==> config.mk <==
export PLATFORM = sky130hd
export DESIGN_NAME = gshare_pht
export DESIGN_NICKNAME = d
export VERILOG_FILES = /design/src/rtl/gshare_pkg.sv /design/src/rtl/gshare_pht_ram.sv /design/src/rtl/gshare_pht.sv
export SDC_FILE = /design/constraint.sdc
export NUM_CORES = 1
export LEC_CHECK = 0
export BUFFER_PORTS_ARGS = -buffer_cell sky130_fd_sc_hd__buf_2
export CAP_MARGIN = 0
export CORE_UTILIZATION = 58
export DETAILED_ROUTE_END_ITERATION = 16
export GPL_TIMING_DRIVEN = 0
export PLACE_DENSITY = 0.75
export SLEW_MARGIN = 20
export SYNTH_ARGS = -nofsm -noshare
export SYNTH_HDL_FRONTEND = slang
export SYNTH_SLANG_ARGS = --single-unit
==> constraint.sdc <==
create_clock -name clk -period 7.73 [get_ports clk]
set_input_delay 0.773 -clock clk [delete_from_list [all_inputs] [get_ports clk]]
set_output_delay 0.773 -clock clk [all_outputs]
set_load 0.02 [all_outputs]
==> src/rtl/gshare_pkg.sv <==
// Shared types and helpers for the gshare direction predictor.
//   ctr_t     : default-width saturating counter type
//   WEAK_NT   : weakly-not-taken counter value written by the init sweep
//   CTR_MAX   : largest value of a default-width counter
//   state_t   : controller state (INIT sweep, RUN)
//   sat_inc / sat_dec : saturating step helpers, width-generic up to 16 bits
package gshare_pkg;

    localparam int PKG_CTR_WIDTH = 2;

    typedef logic [PKG_CTR_WIDTH-1:0] ctr_t;

    localparam ctr_t WEAK_NT = ctr_t'((1 << (PKG_CTR_WIDTH - 1)) - 1);
    localparam ctr_t CTR_MAX = ctr_t'((1 << PKG_CTR_WIDTH) - 1);

    typedef enum logic {
        INIT = 1'b0,
        RUN  = 1'b1
    } state_t;

    // Counters of any width up to 16 bits are carried in a 16-bit container
    // so one helper serves every CTR_WIDTH instance.
    function automatic logic [15:0] sat_inc(input logic [15:0] value, input logic [15:0] max_value);
        return (value >= max_value) ? max_value : value + 16'd1;
    endfunction

    function automatic logic [15:0] sat_dec(input logic [15:0] value);
        return (value == 16'd0) ? 16'd0 : value - 16'd1;
    endfunction

endpackage

==> src/rtl/gshare_pht_ram.sv <==
// Pattern history table storage: DEPTH x CTR_WIDTH, one write port, one
// read port with registered output.
//   clk, rst_n : clock, async active-low reset (clears only the read register)
//   we, waddr, wdata : write port
//   re, raddr        : read request; dout updates on the following edge
//   dout             : registered read data, held while re is low
// A write and read of the same address in one cycle returns the new data.
module gshare_pht_ram
    import gshare_pkg::*;
#(
    parameter int INDEX_WIDTH = 8,
    parameter int CTR_WIDTH   = 2
) (
    input  logic                   clk,
    input  logic                   rst_n,
    input  logic                   we,
    input  logic [INDEX_WIDTH-1:0] waddr,
    input  logic [CTR_WIDTH-1:0]   wdata,
    input  logic                   re,
    input  logic [INDEX_WIDTH-1:0] raddr,
    output logic [CTR_WIDTH-1:0]   dout
);

    localparam int DEPTH = 1 << INDEX_WIDTH;

    logic [CTR_WIDTH-1:0] mem [DEPTH];

    // Array contents are deliberately not reset; the init sweep rewrites them.
    always_ff @(posedge clk) begin
        if (we) begin
            mem[waddr] <= wdata;
        end
    end

    always_ff @(posedge clk or negedge rst_n) begin
        if (!rst_n) begin
            dout <= '0;
        end else if (re) begin
            dout <= (we && (waddr == raddr)) ? wdata : mem[raddr];
        end
    end

endmodule

==> src/rtl/gshare_pht.sv <==
// Gshare branch direction predictor for the fetch stage.
//   clk, rst_n            : clock, async active-low reset
//   pred_valid/pred_pc    : prediction request; accepted when pred_ready
//   pred_ready            : high in RUN, one request per cycle
//   resp_valid            : pulses the cycle after an accept
//   resp_taken/resp_ctr   : predicted direction and raw counter
//   resp_index/resp_ghr   : PHT index and history checkpoint used
//   upd_*                 : training and history repair from the backend
//   init_done             : low while the PHT is swept to weakly-not-taken
module gshare_pht
    import gshare_pkg::*;
#(
    parameter int PC_WIDTH    = 32,
    parameter int INDEX_WIDTH = 8,
    parameter int GHR_WIDTH   = 8,
    parameter int CTR_WIDTH   = 2
) (
    input  logic                   clk,
    input  logic                   rst_n,
    input  logic                   pred_valid,
    input  logic [PC_WIDTH-1:0]    pred_pc,
    output logic                   pred_ready,
    output logic                   resp_valid,
    output logic                   resp_taken,
    output logic [CTR_WIDTH-1:0]   resp_ctr,
    output logic [INDEX_WIDTH-1:0] resp_index,
    output logic [GHR_WIDTH-1:0]   resp_ghr,
    input  logic                   upd_valid,
    input  logic [INDEX_WIDTH-1:0] upd_index,
    input  logic [CTR_WIDTH-1:0]   upd_ctr,
    input  logic                   upd_taken,
    input  logic                   upd_mispredict,
    input  logic [GHR_WIDTH-1:0]   upd_ghr,
    output logic                   init_done
);

    localparam logic [CTR_WIDTH-1:0] CTR_INIT = CTR_WIDTH'((1 << (CTR_WIDTH - 1)) - 1);
    localparam logic [CTR_WIDTH-1:0] CTR_TOP  = CTR_WIDTH'((1 << CTR_WIDTH) - 1);

    state_t                   state_q, state_d;
    logic [INDEX_WIDTH-1:0]   sweep_ptr;
    logic [GHR_WIDTH-1:0]     ghr;
    logic [GHR_WIDTH-1:0]     ghr_eff;
    logic [INDEX_WIDTH-1:0]   pred_index;
    logic                     accept;
    logic                     train;
    logic                     ram_we;
    logic [INDEX_WIDTH-1:0]   ram_waddr;
    logic [CTR_WIDTH-1:0]     ram_wdata;
    logic [CTR_WIDTH-1:0]     trained_ctr;
    logic                     unused_pc_bits;

    // Shift one outcome into a history value; works for GHR_WIDTH == 1 too.
    function automatic logic [GHR_WIDTH-1:0] push_hist(input logic [GHR_WIDTH-1:0] hist, input logic bit_in);
        return (hist << 1) | GHR_WIDTH'(bit_in);
    endfunction

    // Controller: INIT sweeps every entry once, then RUN forever.
    always_ff @(posedge clk or negedge rst_n) begin
        if (!rst_n) begin
            state_q <= INIT;
        end else begin
            state_q <= state_d;
        end
    end

    always_comb begin
        state_d = state_q;
        if (state_q == INIT && (&sweep_ptr)) begin
            state_d = RUN;
        end
    end

    always_ff @(posedge clk or negedge rst_n) begin
        if (!rst_n) begin
            sweep_ptr <= '0;
        end else if (state_q == INIT) begin
            sweep_ptr <= sweep_ptr + 1'b1;
        end
    end

    assign pred_ready = (state_q == RUN);
    assign init_done  = (state_q == RUN);
    assign accept     = pred_valid && pred_ready;
    assign train      = upd_valid && (state_q == RUN);

    // The response still in flight has not yet reached the GHR; forward its
    // outcome so a back-to-back request sees up-to-date history.
    assign ghr_eff    = resp_valid ? push_hist(ghr, resp_taken) : ghr;
    assign pred_index = pred_pc[INDEX_WIDTH+1:2] ^ INDEX_WIDTH'(ghr_eff);

    assign unused_pc_bits = ^{pred_pc[PC_WIDTH-1:INDEX_WIDTH+2], pred_pc[1:0]};

    assign trained_ctr = upd_taken
        ? CTR_WIDTH'(sat_inc(16'(upd_ctr), 16'(CTR_TOP)))
        : CTR_WIDTH'(sat_dec(16'(upd_ctr)));

    // Sweep and training share the single write port; training is dropped in INIT.
    assign ram_we    = (state_q == INIT) || train;
    assign ram_waddr = (state_q == INIT) ? sweep_ptr : upd_index;
    assign ram_wdata = (state_q == INIT) ? CTR_INIT : trained_ctr;

    gshare_pht_ram #(
        .INDEX_WIDTH(INDEX_WIDTH),
        .CTR_WIDTH  (CTR_WIDTH)
    ) u_ram (
        .clk  (clk),
        .rst_n(rst_n),
        .we   (ram_we),
        .waddr(ram_waddr),
        .wdata(ram_wdata),
        .re   (accept),
        .raddr(pred_index),
        .dout (resp_ctr)
    );

    assign resp_taken = resp_ctr[CTR_WIDTH-1];

    always_ff @(posedge clk or negedge rst_n) begin
        if (!rst_n) begin
            resp_valid <= 1'b0;
            resp_index <= '0;
            resp_ghr   <= '0;
        end else begin
            resp_valid <= accept;
            if (accept) begin
                resp_index <= pred_index;
                resp_ghr   <= ghr_eff;
            end
        end
    end

    // A mispredict repair overrides the speculative shift of a concurrent response.
    always_ff @(posedge clk or negedge rst_n) begin
        if (!rst_n) begin
            ghr <= '0;
        end else if (train && upd_mispredict) begin
            ghr <= push_hist(upd_ghr, upd_taken);
        end else if (resp_valid) begin
            ghr <= push_hist(ghr, resp_taken);
        end
    end

endmodule

After elaboration in Yosys (flattened, before gate mapping)
Memory sizes are Yosys's and may differ from the RTL's. A register that Yosys moved wholly into a read port is not among the register bits.
Cells that the tools add are included.
- memories: 1
- ROM bits: 0
- register bits: 34
- latch bits: 0
- logic and storage cells: 32
- RAM bits: 512
- bits of input ports: 56
- add/sub/neg operators: 3
- shifts and indexed selects: 0
- divide/modulo/power cells: 0
- multiplexer cells: 9
- multiply operators: 0
- bitwise logic cells: 4
- equality and inequality tests: 0
- $lt $le $gt $ge: 1
- reduce and logical (&&, ||, !) cells: 8
- memories (memory ; words ; bits a word ; rd ports ; clocked after Yosys merged registers in ; write ports ; line ; text):
    u_ram.mem ; 256 ; 2 ; 1 ; 1 ; 1 ; gshare_pht_ram.sv:26 ; logic [CTR_WIDTH-1:0] mem [DEPTH];
- operators with widths (operator ; number):
    $mux W8 ; 3
    $or A8 B1 Y8 ; 2
    $add A8 B1 Y8 const B ; 1
    $mux W2 ; 4
    $reduce_and A8 Y1 ; 1
    $xor A8 B8 Y8 ; 1
    $logic_and A1 B1 Y1 ; 4
    $add A2 B1 Y2 const B ; 1
    $ge A2 B2 Y1 const B ; 1
    $logic_not A2 Y1 ; 1
    $mux W1 ; 2
    $sub A2 B1 Y2 const B ; 1
    $logic_not A1 Y1 ; 1
    $logic_or A1 B1 Y1 ; 1
    $not A1 Y1 ; 1

Longest topological paths before layout
Gate-level depths: netlist of run 1.
- word-level depth: 4
- mapped depth: 13
- gate-level depth less buffers: 9

Hierarchy
From an unflattened synthesis of run 1, not the netlist that was laid out.
- cells, all modules: 1389
- area total of the unflattened synthesis: 23133.4 µm²
- by module, submodules not included (module ; instances ; cells each ; sequential area each (µm²) ; area an instance (µm²)):
    gshare_pht_ram ; 1 ; 1255 ; 15424.8 ; 21504.4
    gshare_pht ; 1 ; 134 ; 850.8 ; 1629.1

Worst setup path before layout of run 1
OpenSTA, ideal clock, no wires.
- path kind: register -> register
- start: reg state_q (netlist: init_done)
- end: mem u_ram.mem[0][1] (data pin)
- clock period less this slack: 5.611 ns
- arrival time: 4.745 ns
- required time: 6.864 ns
- stages on the path, launching flop included: 5
- buffers on the path: 3
- slack: 2.119 ns
- cell sequence: dfrtp_1 buf_1 buf_2 buf_1 and2_1
- word-level cells in the longest chain between the ends: 1
- ends and longest elaborated chain (item ; line ; text):
    start: declaration ; gshare_pht.sv:40 ; state_t state_q, state_d;
    start signal: assignment ; gshare_pht.sv:63 ; state_q <= state_d;
    $mux W2 ; gshare_pht.sv:101 ; assign ram_wdata = (state_q == INIT) ? CTR_INIT : trained_ctr;
    net ram_wdata[1] ; gshare_pht.sv:49 ; logic [CTR_WIDTH-1:0] ram_wdata;
    end: declaration ; gshare_pht_ram.sv:26 ;
The timed path passes the listed nets, and every way through them passes these cells.

Worst setup path in the final report of run 1
- start: reg resp_valid
- end: reg u_ram.dout[1] (read register of u_ram.mem)
- word-level cells in the longest chain between the ends: 2
- ends and longest elaborated chain (item ; line ; text):
    start: declaration ; gshare_pht.sv:23 ; output logic resp_valid,
    start signal: assignment ; gshare_pht.sv:125 ; resp_valid <= accept;
    $mux W8 ; - ;
    $xor A8 B8 Y8 ; gshare_pht.sv:90 ; assign pred_index = pred_pc[INDEX_WIDTH+1:2] ^ INDEX_WIDTH'(ghr_eff);
    end: declaration ; gshare_pht_ram.sv:21 ; output logic [CTR_WIDTH-1:0] dout
Every way passes these cells.
A chain may end at the register's enable or synchronous reset.

==> impl_summary.md, run 1 <==
STA
Setup violations remaining at the end of the flow were counted as 0. Setup repair after global routing left no endpoint under its margin. The highest clock frequency the design can meet is roughly 0.22 GHz. The number of hold violations in the final report came to 0. In this run the tightest slew margin relative to its limit is 10.4%. At the pin with the least slew margin, the transition time is 1.34 ns. Subtracting the final worst setup slack from the clock period gives 4.46 ns. Adding up every negative setup slack in the final design gives 0 ns. The count of final max-slew check failures is 0.

The part of the cycle the worst path needs is 57.7%. The worst clock skew is 0.0238 ns. The minimum setup slack in the final design is 3.27 ns.

On the final layout, the worst hold slack is around 0.24 ns.

Logic synthesis
The count of different cell masters after synthesis is a little over 50. The fraction of the yosys area taken by sequential cells is 69.9%. The average instance in the mapped netlist occupies around 12 µm².

The count of flip-flops with a built-in enable after synthesis is 512. The cell with the most instances after synthesis is edfxtp_1. The commonest cells after synthesis are 512 x edfxtp_1, 466 x nand2_1, 280 x nor2_1. The async set-or-reset flop fraction in the synthesized netlist is about 6.6%. For this run, the leading register cell type out of synthesis is edfxtp_1. The flip-flop and latch count after synthesis is 548.

The post-synth net total is 1961. The top cell type by total area after synthesis is edfxtp_1. The count of yosys warnings during synthesis is 0. The portion of synthesized cell area occupied by the leading cell type is between 60% and 70%. In the synthesized netlist, the number of instances is around 1900. The cell area after technology mapping is 23300 µm². After synthesis, the cell types taking the most area are edfxtp_1 66%, nand2_1 7.5%, nor2_1 4.5%, dfrtp_1 3.9%, nand3_1 3.7%.

Place
The routability-driven placement congestion ratio is 0.985. The detailed placer's ending HPWL is approximately 50000 µm. The worst slack at placement is roughly 3.5 ns. Summing all placed instances gives a cell area of 24400 µm². In this run the tool buffered the top-level ports with between 50 and 60 buffer cells.

Floorplanning
The y dimension of the die is approximately 200 µm. In this run the count of I/O pins placed on the die edge is 78. The region available for standard cell placement spans ~40000 µm². From left edge to right edge, the die measures 202 µm. Once the floorplan was initialized, standard cells occupied 58.7% of the core.

The die covers 41000 µm². The site row count is 73.

Clock tree
The root buffer cell is clkbuf_16. Once the clock tree was built, the resizer swapped 0 gates to a different size. The later pin in the worst-skew pair is clocked with a latency of approximately 0.63 ns.

The clock net sink count is 548. The post-CTS clock slew at the launch and capture registers of the worst setup and hold paths is roughly 0.06 ns. The number of hold buffers added after CTS is 0. The post-CTS repair timing setup buffer count is 0.

No sink is reached through more buffers than the 3 on the longest clock path. The H-tree generated during clock tree synthesis spans 2 levels. The TritonCTS clock tree is done. In this run, CTS created clock tree buffers numbering 55.

Worst setup path
At the worst endpoint, the required time is roughly 8.2 ns. The largest individual stage delay along the critical path comes from the cell clkbuf_1. In this design, the stage delay of the slowest critical-path cell is 0.87 ns.

The critical path capture point type is a flop. The register-to-register path setup slack is 3.27 ns. The setup path with the least slack is of type reg -> reg.

The signal on the critical path passes through buf_6, buf_6, mux2i_2, xor2_2, clkbuf_1, mux2i_1, o2111ai_1, nor2_1, nor3_1, or3_1. The worst setup path is launched from a flop. In this run the worst path has a maximum fanout of 10. The cell family contributing the most delay on the critical path is buffers and inverters. The combined buffer and inverter count along the critical path is 3. The cell repeated most along the worst path is buf_6. At the worst endpoint, the arrival time is 4.95 ns.

Drt
The number of nets still failing antenna checks after routing is 0. The total wire length after detailed routing is approximately 77000 µm. Dividing the detail-routed wire length by the instance count gives 29.7 µm.

The via count is 17600. The residual DRC count is 0. The average via count per standard cell is 6.77. After the first detailed-routing iteration, the DRC count stood at just over 3000.

The iteration count of the initial detailed-routing pass is 7.

Global route
Entering global routing, the biggest net connects 77 pins. The global-route wire length before repair is ~110000 µm. The overflow left after global routing is 0. The number of antenna violations at the first check in global routing came to 3. The aggregate global-route resource usage is 37.7%. The via count of the first global-routing pass is between 15000 and 20000.

Cells and area
The post-route netlist has 10.9% of its cells at a drive strength greater than 1. Summing all multi-input logic gate instances after layout gives 6380 µm². Summing all flip-flop and latch instances after layout gives about 16000 µm². The final cell area excluding filler cells is 26200 µm². Relative to the synthesized area, the layout overhead comes to 12.3%.

For this run, the post-layout net count is 2081. The number of fillers in the final layout is between 2000 and 3000.

Pwr
Summed over all cells, the static leakage comes to between 8 and 9 nW. Power comes to 6.05 mW. VDD sags by at most 0.000208 V. In this run the power density over the cells is 231 nW/µm².

Run
The tool flagged a number of max-cap violations equal to 0.

Worst hold path
The tightest min-delay check is of the in -> async type.

Run status
The run finished with clean final reports.
## per-stage QoR
stage,util (%),instances
2_1_floorplan,-,1904
3_3_place_gp,61.1,2480
3_5_place_dp,61.6,2492
4_1_cts,65.9,2595
5_1_grt,66.0,2595
6_report,66.0,2596
## cells in the final DEF (no fill, tap or decap), types with 12 or more instances in the layout
| cell | netlist | layout |
|---|---|---|
| xor2_1 | 12 | 12 |
| nand2_1 | 466 | 466 |
| a31oi_1 | 52 | 52 |
| xnor2_1 | 20 | 20 |
| o21ai_0 | 16 | 16 |
| nand4_1 | 54 | 54 |
| edfxtp_1 | 512 | 512 |
| clkbuf_1 | 69 | 86 |
| clkinv_1 | 0 | 13 |
| clkbuf_16 | 0 | 55 |
| buf_2 | 30 | 81 |
| buf_4 | 12 | 15 |
| nor2_1 | 280 | 279 |
| dfrtp_1 | 36 | 36 |
| nand3_1 | 174 | 174 |
| mux4_2 | 16 | 16 |
| a32oi_1 | 12 | 12 |
| mux2i_1 | 31 | 31 |
## flip-flops by register name, summed over array words and instances (netlist names)
| signal | count |
|---|---|
| ghr | 8 |
| init_done | 1 |
| resp_ghr | 8 |
| resp_index | 8 |
| resp_valid | 1 |
| sweep_ptr | 8 |
| u_ram.dout | 2 |
| u_ram.mem | 512 |
## cell type report
cell class                 count  area share, %
sequential                   548           62.2
multi-input combinational   1224           24.4
clock buffer                  74           5.61
tap                          525           2.51
buffer                       124           2.40
timing repair buffer          63           1.83
clock inverter                29          0.876
inverter                       8          0.115
antenna                        1        0.00957
## where the power goes
group	leakage (nW)	switching, mW	internal (mW)	total, mW
sequential	4.91	0	3.19	3.19
combinational	3.00	0.221	0.0709	0.292
clock	0.828	1.14	1.43	2.57
## kinds of logic after synthesis
family                   count (synthesis)  synth area share, %
flip-flops                             548                 69.9
XOR/XNOR                                36                 1.53
AND/OR/NAND/NOR                       1006                 18.1
buffers and inverters                  132                 2.82
multiplexers                            63                 4.21
adder cells (fa/ha/maj)                  3                0.140
AO/OA/AOI/OAI                          116                 3.36
## routing by layer
metal	wire (µm)	part of all wire (%)	global-route usage, %
met5	43	0.056	1.43
met4	5930	7.7	25.3
met3	11800	15	10.6
met2	33600	44	55.8
met1	25700	33	48.8
## final timing paths
path | startpoint | end | cells past startpoint
max in group asynchronous | rst_n | ghr[1]$_DFF_PN0_ | 1
max reg2reg | resp_valid$_DFF_PN0_ | u_ram.dout[1]$_DFFE_PN0P_ | 10
min reg2reg | resp_index[0]$_DFFE_PN0P_ | resp_index[0]$_DFFE_PN0P_ | 2
min in group clk | upd_ghr[6] | ghr[7]$_DFF_PN0_ | 3
min | rst_n | sweep_ptr[6]$_DFFE_PN0N_ | 1
max | resp_valid$_DFF_PN0_ | u_ram.dout[1]$_DFFE_PN0P_ | 10
Note: power is estimated with default switching activity, not from simulation.
==> inputs of run 2 (changes only) <==
--- a/config.mk
+++ b/config.mk
@@ -5,12 +5,13 @@
 export SDC_FILE = /design/constraint.sdc
 export NUM_CORES = 1
 export LEC_CHECK = 0
+export ABC_AREA = 1
 export BUFFER_PORTS_ARGS = -buffer_cell sky130_fd_sc_hd__buf_2
 export CAP_MARGIN = 0
-export CORE_UTILIZATION = 58
+export CORE_UTILIZATION = 56
 export DETAILED_ROUTE_END_ITERATION = 16
 export GPL_TIMING_DRIVEN = 0
-export PLACE_DENSITY = 0.75
+export PLACE_DENSITY = 0.76
 export SLEW_MARGIN = 20
 export SYNTH_ARGS = -nofsm -noshare
 export SYNTH_HDL_FRONTEND = slang
==> constraint.sdc (replaced) <==
create_clock -name clk -period 3.6 [get_ports clk]
set_input_delay 0.36 -clock clk [delete_from_list [all_inputs] [get_ports clk]]
set_output_delay 0.36 -clock clk [all_outputs]
set_load 0.02 [all_outputs]
==> run 2 against run 1 <==
  * Final area grew 8.4%
  * Clock-buffer cell count rose by 6
  * Fmax up 24%
  * Critical path type unchanged
  * Critical endpoint unchanged
==> impl_summary.md, run 2 <==
Run status
Status: complete, no violations (unchanged).

Pwr
The leakage power summed over all cells is 11.7 nW (was 8.74 nW). The power per standard cell area was 478 nW/µm² (was 231 nW/µm²). The worst-case vdd ir drop is 0.000330 V (was 0.000208 V).

Logic synthesis
The share of cell area taken by muxes after synthesis is 0.179% (was 4.21%). The most used flip-flop cell after synthesis is edfxtp_1 (unchanged). The post-synthesis share of cell area spent on xor and xnor gates came to 0.611% (was 1.53%). The post-synth net total is 2677 (was 1961). The cell with the most instances after synthesis is nand2_1 (was edfxtp_1). The cell area after technology mapping is 25200 µm² (was 23300 µm²). The share of synthesized cell area in full adder, half adder and majority cells is 0.0497% (was 0.140%).

The dominant combinational cell family by area after synthesis was simple AND/OR/NAND/NOR gates (unchanged). The compound-gate portion of the synthesized area is 2.61% (was 3.36%). Ranking of synthesized cells by area: edfxtp_1 61%, nand2_1 10%, nand3_1 8.0%, inv_1 5.7%, nor2_1 4.5% (was edfxtp_1 66%, nand2_1 7.5%, nor2_1 4.5%, dfrtp_1 3.9%, nand3_1 3.7%). The flip-flop and latch count after synthesis came to 548 (unchanged).

The async set-or-reset flop fraction in the synthesized netlist is 6.57% (unchanged). The post-synthesis area per instance is 9.61 µm² (was 12.2 µm²). The count of flip-flops with a built-in enable after synthesis is 512 (unchanged).

The count of yosys warnings during synthesis is 0 (unchanged). The count of different cell masters after synthesis was 39 (was 51). The fraction of the yosys area taken by sequential cells was 64.6% (was 69.9%). The portion of synthesized cell area occupied by the leading cell type is 61.0% (was 66.0%). The synthesized-area fraction occupied by and/or/nand/nor cells came to 23.2% (was 18.1%).

Most numerous cell types in the synthesized netlist: 674 x nand2_1, 512 x edfxtp_1, 405 x nand3_1 (was 512 x edfxtp_1, 466 x nand2_1, 280 x nor2_1). The top cell type by total area after synthesis is edfxtp_1 (unchanged). The synthesized netlist cell count is 2620 (was 1904).

Cells and area
The area of the multi-input gates is 6730 µm² (was 6380 µm²). Leading cell types in the layout, fill and taps excluded: 673 x nand2_1, 512 x edfxtp_1, 405 x nand3_1, 381 x inv_1, 302 x nor2_1 (was 512 x edfxtp_1, 466 x nand2_1, 279 x nor2_1, 174 x nand3_1, 86 x clkbuf_1). The number of fillers in the final layout came to 3568 (was 2911). The flip-flop count of the largest register, all copies and words added is 512 (unchanged). The count of nets after finishing is 2801 (was 2081). The leading cell type in the layout, fill and taps excluded was nand2_1 (was edfxtp_1). The area growth from synthesis to final layout is 12.5% (was 12.3%). The register ranked first by flip-flop count was u_ram.mem (unchanged). The sequential cell area in the final layout is 16300 µm² (unchanged). The fraction of final layout cells sized beyond drive strength 1 is 9.61% (was 10.9%). The utilization of the core after routing was 64.0% (was 66.0%).

Floorplanning
The placeable core area is 44300 µm² (was 39600 µm²). The effective utilization at floorplan is 56.8% (was 58.7%). The number of top-level pins came to 78 (unchanged). The area of the die is 45800 µm² (was 41000 µm²).

The y dimension of the die was 214 µm (was 202 µm). The die outline width came to 214 µm (was 202 µm). The site row count came to 77 (was 73).

Clock tree
The clock latency reported for the late side of the worst-skew pair was 0.63 ns (about the same). The clock buffer count from CTS was 55 (unchanged). The maximum level of the CTS H-tree is 2 (unchanged). The TritonCTS clock tree is done (unchanged). The clock net sink count is 548 (unchanged).

The post-CTS clock slew at the launch and capture registers of the worst setup and hold paths is 0.06 ns (about the same). The root buffer cell is clkbuf_16 (unchanged). The maximum clock path buffer count is 3 (unchanged). The post-CTS repair timing setup buffer count came to 0 (unchanged).

Drt
The via count was 20500 (was 17600). The total wire length after detailed routing was 90000 µm (was 77100 µm). The iteration count of the initial detailed-routing pass came to 7 (unchanged). The residual DRC count is 0 (unchanged). The number of nets still failing antenna checks after routing is 0 (unchanged).

The final routed wire length divided by cell count is 26.6 µm (was 29.7 µm). The DRC violation total after the first TritonRoute iteration is 4105 (was 3106). The average via count per standard cell came to 6.07 (was 6.77).

Worst setup path
The delay of the slowest cell on the worst path is 0.89 ns (was 0.87 ns). The worst-path cell with the longest stage delay is clkbuf_1 (unchanged). The cell family with the largest share of critical-path delay was simple AND/OR/NAND/NOR gates (was buffers and inverters).

The combined buffer and inverter count along the critical path came to 2 (was 3). The arrival time of the worst setup path is 4.15 ns (was 4.95 ns). The critical path capture point type was a flop (unchanged). The launching element type of the critical path is a flop (unchanged). The required time of the worst setup path is 4.16 ns (was 8.21 ns). The critical register-to-register path startpoint is resp_valid$_DFF_PN0_ (unchanged). The start-to-end type of the worst setup path is reg -> reg (unchanged). The endpoint of the worst register-to-register path is u_ram.dout[1]$_DFFE_PN0P_ (unchanged). The cell repeated most along the worst path is nand3_1 (was buf_6).

The register-to-register path setup slack was 0.01 ns (was 3.27 ns). Crit path cell chain: buf_6, o21ai_2, xor2_2, clkbuf_1, nand3_1, nand3_1, nand3_1, nand3_1, nand3_1, nand3_1, nand2_1, nand2_1 (was buf_6, buf_6, mux2i_2, xor2_2, clkbuf_1, mux2i_1, o2111ai_1, nor2_1, nor3_1, or3_1). The depth of the most critical reg-to-reg path came to 12 (was 10).

The highest fanout seen on the critical path is 10 (unchanged).

STA
The number of hold violations in the final report is 0 (unchanged). The relative slew slack came to 12.2% (was 10.4%). The worst-margin pin slew is 1.32 ns (was 1.34 ns).

The setup TNS is 0 ns (unchanged). The minimum setup slack in the final design is 0.0145 ns (was 3.27 ns). Unrepaired setup endpoints after global routing: false (unchanged).

The final setup violation count is 0 (unchanged). The count of final max-slew check failures came to 0 (unchanged). The minimum period implied by the final worst setup slack is 3.59 ns (was 4.46 ns). The worst hold slack was 0.0231 ns (was 0.243 ns). The highest clock frequency the design can meet is 0.279 GHz (was 0.224 GHz). The worst clock skew is 0.0144 ns (was 0.0238 ns). The part of the cycle the worst path needs is 99.6% (was 57.7%).

Place
The detailed placer's ending HPWL is 58300 µm (was 49800 µm). The count of input and output buffers is 52 (was 51). The worst slack at placement is 0.170 ns (was 3.52 ns). The routability-driven placement congestion ratio was 1.02 (was 0.985).

Global route
The overflow left after global routing is 0 (unchanged). The number of antenna violations at the first check in global routing came to 2 (was 3). The pin count of the biggest net entering global routing is 134 (was 77). The via count of the first global-routing pass is 19000 (was 16800). The aggregate global-route resource usage came to 38.9% (was 37.7%).

The global-route wire length before repair is 126000 µm (was 109000 µm).

Worst hold path
The number of cells on the worst hold path is 3. The start point of the worst hold path is upd_ghr[6]. The path with the worst hold slack has its endpoint at ghr[7]$_DFF_PN0_. The classification of the worst-slack hold path is in -> reg (was in -> async).

Run
The max capacitance violation total is 0 (unchanged).
## run 2: changes by cell type after synthesis, moves of 14 or more
| cell | before | now |
|---|---|---|
| inv_1 | 8 | 381 |
| nand3_1 | 174 | 405 |
| nand2_1 | 466 | 674 |
| nand4_1 | 54 | 1 |
| o21ai_0 | 16 | 66 |
| a31oi_1 | 52 | 6 |
| buf_2 | 30 | 62 |
| mux2i_1 | 31 | 0 |
| nor2_1 | 280 | 304 |
| xnor2_1 | 20 | 1 |
| mux4_2 | 16 | 0 |
| buf_4 | 12 | 26 |
## run 2: metal layers
layer	vias up	track usage, %	wire (µm)
met3	358	12.2	14600
met2	1818	56.0	37900
met5	-	0	20
li1	8743	-	-
met1	9615	51.7	31300
met4	4	23.7	6190
## run 2: what timing repair did
action                     in CTS  in global routing
resized for setup               0                  3
setup endpoints to repair       0                 46
hold buffers                    5                  0
hold endpoints to repair       40                  0
## run 2: area by class of cell
type                       count  share of cell area, %
clock inverter                22                  0.954
tap                          592                   2.61
inverter                     390                   5.18
timing repair buffer          67                   1.99
buffer                       149                   2.64
clock buffer                  80                   5.43
antenna                        2                 0.0177
sequential                   548                   57.4
multi-input combinational   1533                   23.7
## run 2: how the worst max path moves through the flow
stage	startpoint	cells past startpoint	slack, ns	end
after floorplan	upd_ctr[1]	3	0.21	u_ram.mem[0][1]$_DFFE_PP_
after global placement	upd_taken	4	-2.31	u_ram.mem[250][1]$_DFFE_PP_
after detailed placement	init_done$_DFFE_PN0P_	8	0.17	u_ram.mem[124][0]$_DFFE_PP_
after CTS	init_done$_DFFE_PN0P_	8	0.17	u_ram.mem[124][0]$_DFFE_PP_
after global routing	resp_valid$_DFF_PN0_	17	0.1	u_ram.dout[1]$_DFFE_PN0P_
final	resp_valid$_DFF_PN0_	12	0.01	u_ram.dout[1]$_DFFE_PN0P_
## run 2: power breakdown
| group | switching [mW] | internal [mW] | total, mW | leakage (nW) |
|---|---|---|---|---|
| registers | 0 | 6.86 | 6.86 | 5.48 |
| clock network | 2.49 | 3.39 | 5.88 | 0.877 |
| logic | 0.625 | 0.191 | 0.817 | 5.33 |
| total | 3.11 | 10.4 | 13.6 | 11.7 |
## run 2: kinds of logic (layout without fill, tap and decap cells)
logic type / count (synthesis) / after routing
AND/OR/NAND/NOR: 1399 / 1399
flip-flops: 548 / 548
buffers and inverters: 539 / 708
AO/OA/AOI/OAI: 114 / 114
XOR/XNOR: 15 / 15
multiplexers: 4 / 4
adder cells (fa/ha/maj): 1 / 1
other: 0 / 2
## run 2: worst register-to-register path, stage by stage, from the launching register on
cell and delay [ns]:
dfrtp_1 0.39, buf_6 0.16, o21ai_2 0.22, xor2_2 0.68
clkbuf_1 0.90, nand3_1 0.27, nand3_1 0.21, nand3_1 0.18
nand3_1 0.12, nand3_1 0.10, nand3_1 0.14, nand2_1 0.10
nand2_1 0.06
## run 2: through the flow
step | instance area [µm²] | instances | power (mW)
global placement | 26200 | 3264 | 7.74
global route | 28300 | 3381 | 13.7
finish | 28300 | 3383 | 13.6
CTS | 28300 | 3381 | 13.5
floorplan | 25200 | 2620 | 7.39
detailed placement | 26500 | 3274 | 7.75
